**src/rtl/dlatch_pkg.sv**
```systemverilog
// Shared definitions for the dlatch FIFO slice: width helpers and the reset polarity.
package dlatch_pkg;

    localparam logic RST_ACTIVE = 1'b0;

    function automatic int W(input int s);
        return 2 ** s;
    endfunction

    function automatic int PW(input int d);
        return d + 1;
    endfunction

endpackage

```
**src/rtl/dlatch_fifo_mem.sv**
```systemverilog
// DEPTH x W storage array for dlatch_fifo: one write port, asynchronous read, synchronous clear.
module dlatch_fifo_mem
    import dlatch_pkg::*;
#(
    parameter int S = 3,
    parameter int D = 2
) (
    input  logic            clk,
    input  logic            reset,
    input  logic            we,
    input  logic [D-1:0]    waddr,
    input  logic [W(S)-1:0] wdata,
    input  logic [D-1:0]    raddr,
    output logic [W(S)-1:0] rdata
);

    localparam int DEPTH = 2 ** D;

    logic [W(S)-1:0] mem [DEPTH];

    // Clearing on reset keeps stale words from a previous run out of the array.
    always_ff @(posedge clk) begin
        if (reset == RST_ACTIVE) begin
            for (int i = 0; i < DEPTH; i++) begin
                mem[i] <= '0;
            end
        end else if (we) begin
            mem[waddr] <= wdata;
        end
    end

    assign rdata = mem[raddr];

endmodule

```
**src/rtl/dlatch_fifo.sv**
```systemverilog
// Valid/ready FIFO feeding a multi_Dlatch bank; out/out_n mirror the bank's Q/Qbar.
// Optional occupancy port `count` is present only when DLATCH_FIFO_COUNT_EN is defined.
module dlatch_fifo
    import dlatch_pkg::*;
#(
    parameter int S = 3,
    parameter int D = 2
) (
    input  logic            clk,
    input  logic            reset,
    input  logic [W(S)-1:0] in,
    input  logic            in_valid,
    output logic            in_ready,
    output logic [W(S)-1:0] out,
    output logic [W(S)-1:0] out_n,
    output logic            out_valid,
    input  logic            out_ready
`ifdef DLATCH_FIFO_COUNT_EN
    ,
    output logic [PW(D)-1:0] count
`endif
);

    localparam int                PTR_W   = PW(D);
    localparam logic [PTR_W-1:0]  PTR_ONE = PTR_W'(1);

    logic [PTR_W-1:0] wr_ptr;
    logic [PTR_W-1:0] rd_ptr;
    logic             empty;
    logic             full;
    logic             push;
    logic             pop;
    logic [W(S)-1:0]  rdata;

    // Extra MSB on each pointer distinguishes full from empty when the indices match.
    assign empty = (wr_ptr == rd_ptr);
    assign full  = (wr_ptr[D] != rd_ptr[D]) && (wr_ptr[D-1:0] == rd_ptr[D-1:0]);

    assign in_ready  = !full;
    assign out_valid = !empty;
    assign push      = in_valid & in_ready;
    assign pop       = out_valid & out_ready;

    always_ff @(posedge clk) begin
        if (reset == RST_ACTIVE) begin
            wr_ptr <= '0;
            rd_ptr <= '0;
        end else begin
            if (push) wr_ptr <= wr_ptr + PTR_ONE;
            if (pop)  rd_ptr <= rd_ptr + PTR_ONE;
        end
    end

    dlatch_fifo_mem #(
        .S(S),
        .D(D)
    ) u_mem (
        .clk   (clk),
        .reset (reset),
        .we    (push),
        .waddr (wr_ptr[D-1:0]),
        .wdata (in),
        .raddr (rd_ptr[D-1:0]),
        .rdata (rdata)
    );

    // Head word is masked to zero when empty so the latch bank sees a clean idle value.
    assign out   = out_valid ? rdata : '0;
    assign out_n = ~out;

`ifdef DLATCH_FIFO_COUNT_EN
    assign count = wr_ptr - rd_ptr;
`endif

endmodule
```
**config.mk**
```make
export PLATFORM = sky130hd
export DESIGN_NAME = dlatch_fifo
export DESIGN_NICKNAME = d
export VERILOG_FILES = /design/src/rtl/dlatch_pkg.sv /design/src/rtl/dlatch_fifo_mem.sv /design/src/rtl/dlatch_fifo.sv
export SDC_FILE = /design/constraint.sdc
export NUM_CORES = 1
export LEC_CHECK = 0
export ABC_AREA = 1
export BUFFER_PORTS_ARGS = -buffer_cell sky130_fd_sc_hd__buf_2
export CAP_MARGIN = 5
export CELL_PAD_IN_SITES_DETAIL_PLACEMENT = 1
export CELL_PAD_IN_SITES_GLOBAL_PLACEMENT = 1
export CORE_MARGIN = 2
export CORE_UTILIZATION = 40
export CTS_CLUSTER_DIAMETER = 60
export CTS_CLUSTER_SIZE = 28
export DETAILED_ROUTE_END_ITERATION = 8
export GPL_ROUTABILITY_DRIVEN = 0
export PLACE_DENSITY = 0.76
export SYNTH_ARGS = -nofsm -noshare
export SYNTH_HDL_FRONTEND = slang
export SYNTH_HIERARCHICAL = 1
export SYNTH_SLANG_ARGS = --single-unit
```
**constraint.sdc**
```tcl
create_clock -name clk -period 3 [get_ports clk]
set_clock_uncertainty 0.1 [all_clocks]
set_input_delay 0.45 -clock clk [delete_from_list [all_inputs] [get_ports clk]]
set_output_delay 0.45 -clock clk [all_outputs]
set_load 0.05 [all_outputs]
```
==> qor.txt <==
================================================================================
Final hold violation count                                                     0
Reg-to-Reg Start                                                       wr_ptr[1]
Clk slew on worst S/H paths                                                70 ps
Critical path endpoint                                                    out[5]
Share of post-route cells with drive strength above 1                      17.6%
Cell area after synthesis                                             2060 sq um
Quantity of hold-fixing buffers added after cts                                0
Kind of capture point of the worst setup path                         output pin
Post-CTS repair timing setup buffer count                                      0
Final-layout setup total negative slack                                     0 ps
Min cycle time layout                                                    2430 ps
Pwr dens                                                             665 nW/um^2
Kind of path behind the tightest hold check                               in2reg
Final-layout worst hold slack                                             387 ps
Cell count of the worst reg-to-reg path                                        9
Crit Reg-Reg Endpoint                                               u_mem/mem[2][0]
Final Net Count                                                              302
GRT overflow                                                                   0
Filler cells                                                                 624
Initial DRC Count                                                             62
Portion of the post-synthesis area used by sequential elements             52.5%
Placeable core area                                                   5040 sq um
Clock latency at the later pin of the worst-skew pair                     280 ps
Crit Path Class                                                          reg2out
Die ar.                                                               5740 sq um
Effective utilization at floorplan                                         40.8%
Placed cell count                                                            351
Worst relative slew slack                                                  66.3%
I/O Pins                                                                      30
CP Max Fanout                                                                 17
Non-filler cells in the finished layout                                      359
Root Buffer                                                         sky130_fd_sc_hd__clkbuf_8
Maximum operating frequency                                              412 MHz
DRT antenna net count                                                          0
Post-synthesis to final-layout area growth                                 15.4%
TritonCTS clock tree                                                       built
GR Util All Layers                                                         19.3%
Number of diodes added for antenna fixing                                      0
Standard-cell rows                                                            26
Final count of pins violating max slew                                         0
Die span in y                                                            75.8 um
CTS H-tree lvls                                                                2
VDD IR-drop max                                                           316 uV
Cells after Synth                                                            255
Result of the run                                                   complete, no violations
HPWL reported at the end of detailed placement                           3.70 mm
Routed via count divided by cell count                                      4.60
First-pass GRT wire length                                               7.90 mm
Number of antenna violations at the first check in global routing              0
Worst EP arrival                                                         1880 ps
Maximum capacitance violations                                                 0
Static leakage                                                           1.23 nW
Setup slack, reg-to-reg                                                   640 ps
Syn Area/Cell                                                         8.08 sq um
Required time at the worst-slack endpoint                                2450 ps
DRC errors left                                                                0
Distinct cells, synth                                                         21
Final Cycle Share                                                          81.0%
Critical Path Source                                                   rd_ptr[0]
Total number of vias                                                       1,653
Vias in the first global route                                             1,645
Final setup fails                                                              0
Count of state elements after synthesis                                       38
Setup crit start kind                                                  flip-flop
RSZ-0062 raised after global routing                                          no
# resized after CTS                                                            0
# clock sinks                                                                 38
Largest net degree at the start of global routing                             19
PnR Total Power                                                          1.58 mW
Post-Route WL                                                            4.99 mm
Worst-Margin Slew                                                         500 ps
Floorplan die width                                                      75.8 um
Input/output buffers                                                          29
Cts bufs inserted                                                              5
Number of buffers on the longest clock path                                    2
Count of yosys warnings during synthesis                                       6
Number of nets in the synthesized netlist                                    269
Routed wire length per instance                                          13.9 um
Number of iterations in the first detailed-routing pass                        4
================================================================================
## sequential cells by signal, indices dropped and copies added, names as in the netlist
name	cells
rd_ptr	3
u_mem/mem	32
wr_ptr	3
## power breakdown
part	total, mW	switching, mW	internal, mW
combinational	0.526	0.411	0.114
clock	0.425	0.180	0.245
sequential	0.630	0.0208	0.609
## cell families (layout without fill, tap and decap cells)
logic type / Yosys count / count (layout) / share of synthesized area [%]
buf+inv: 68 / 102 / 13.6
simple gates: 140 / 140 / 30.8
flops: 38 / 38 / 52.5
compound gates: 7 / 7 / 1.88
fa+ha+maj: 2 / 2 / 1.21
## cell usage after synthesis
master                     count  area (sq um)
sky130_fd_sc_hd__o21ai_0       1          5.00
sky130_fd_sc_hd__nor3_2        1          10.0
sky130_fd_sc_hd__nor2_8        1          20.0
sky130_fd_sc_hd__ha_1          2          25.0
sky130_fd_sc_hd__buf_4         2          15.0
sky130_fd_sc_hd__nand3_2       2          20.0
sky130_fd_sc_hd__dfxtp_1       6           120
sky130_fd_sc_hd__nor3_1        6          30.0
sky130_fd_sc_hd__nand3_1      23           115
sky130_fd_sc_hd__edfxtp_1     32           961
sky130_fd_sc_hd__buf_2         2          10.0
sky130_fd_sc_hd__a21oi_2       1          8.76
sky130_fd_sc_hd__nor3_4        1          16.3
sky130_fd_sc_hd__a21oi_1       5          25.0
sky130_fd_sc_hd__nand2_2       1          6.26
sky130_fd_sc_hd__nand2_4       3          33.8
sky130_fd_sc_hd__nor2_1       30           113
sky130_fd_sc_hd__inv_1        61           229
sky130_fd_sc_hd__nand2_1      72           270
sky130_fd_sc_hd__buf_6         2          22.5
sky130_fd_sc_hd__inv_2         1          3.75
## worst min path at each step
stage,startpoint,endpoint,slack [ps],cells after the start
final,in_valid,wr_ptr[0],390,3
after global routing,out_ready,rd_ptr[1],410,3
after CTS,in_valid,wr_ptr[0],380,3
after detailed placement,rd_ptr[2],rd_ptr[2],460,2
after global placement,rd_ptr[2],rd_ptr[2],440,2
after floorplan,rd_ptr[1],rd_ptr[1],410,2
## layout make-up
type / count / area (sq um) / area share, %
tap: 70 / 87.6 / 3.69
clock buffer: 5 / 68.8 / 2.90
sequential: 38 / 1080 / 45.5
clock inverter: 3 / 40.0 / 1.69
multi-input combinational: 149 / 698 / 29.4
inverter: 62 / 233 / 9.79
timing repair buffer: 32 / 168 / 7.06
## critical path: stages, from the launching register on
cell and delay [ps]:
sky130_fd_sc_hd__dfxtp_1 440, sky130_fd_sc_hd__buf_4 290, sky130_fd_sc_hd__inv_2 190, sky130_fd_sc_hd__nand2_1 100, sky130_fd_sc_hd__nand3_1 100, sky130_fd_sc_hd__nand2_1 90
sky130_fd_sc_hd__nand2_1 70, sky130_fd_sc_hd__inv_1 70, sky130_fd_sc_hd__buf_2 250
## placed cells by master, fill, tap and decap left out, types with 3 or more instances in the layout
cell	instances
sky130_fd_sc_hd__a21oi_1	5
sky130_fd_sc_hd__buf_2	29
sky130_fd_sc_hd__buf_4	3
sky130_fd_sc_hd__clkbuf_8	5
sky130_fd_sc_hd__dfxtp_1	6
sky130_fd_sc_hd__edfxtp_1	32
sky130_fd_sc_hd__inv_1	61
sky130_fd_sc_hd__nand2_1	72
sky130_fd_sc_hd__nand2_4	3
sky130_fd_sc_hd__nand3_1	23
sky130_fd_sc_hd__nor2_1	30
sky130_fd_sc_hd__nor3_1	6
## stage by stage
| step | setup WS, ps | utilization, % | cell area, sq um |
|---|---|---|---|
| floorplan | 575 | - | 2060 |
| global placement | 698 | 45.0 | 2270 |
| detailed placement | 613 | 45.0 | 2270 |
| CTS | 515 | 47.1 | 2380 |
| global route | 398 | 47.1 | 2380 |
| finish | 570 | 47.1 | 2380 |
## layer usage
layer  wire length (um)  global-route usage [%]
met1               2020                    23.0
met2               2700                    34.8
met3                227                    4.37
met4                 43                    5.46
met5                  0                       0
Note: power is estimated with default switching activity, not from simulation.
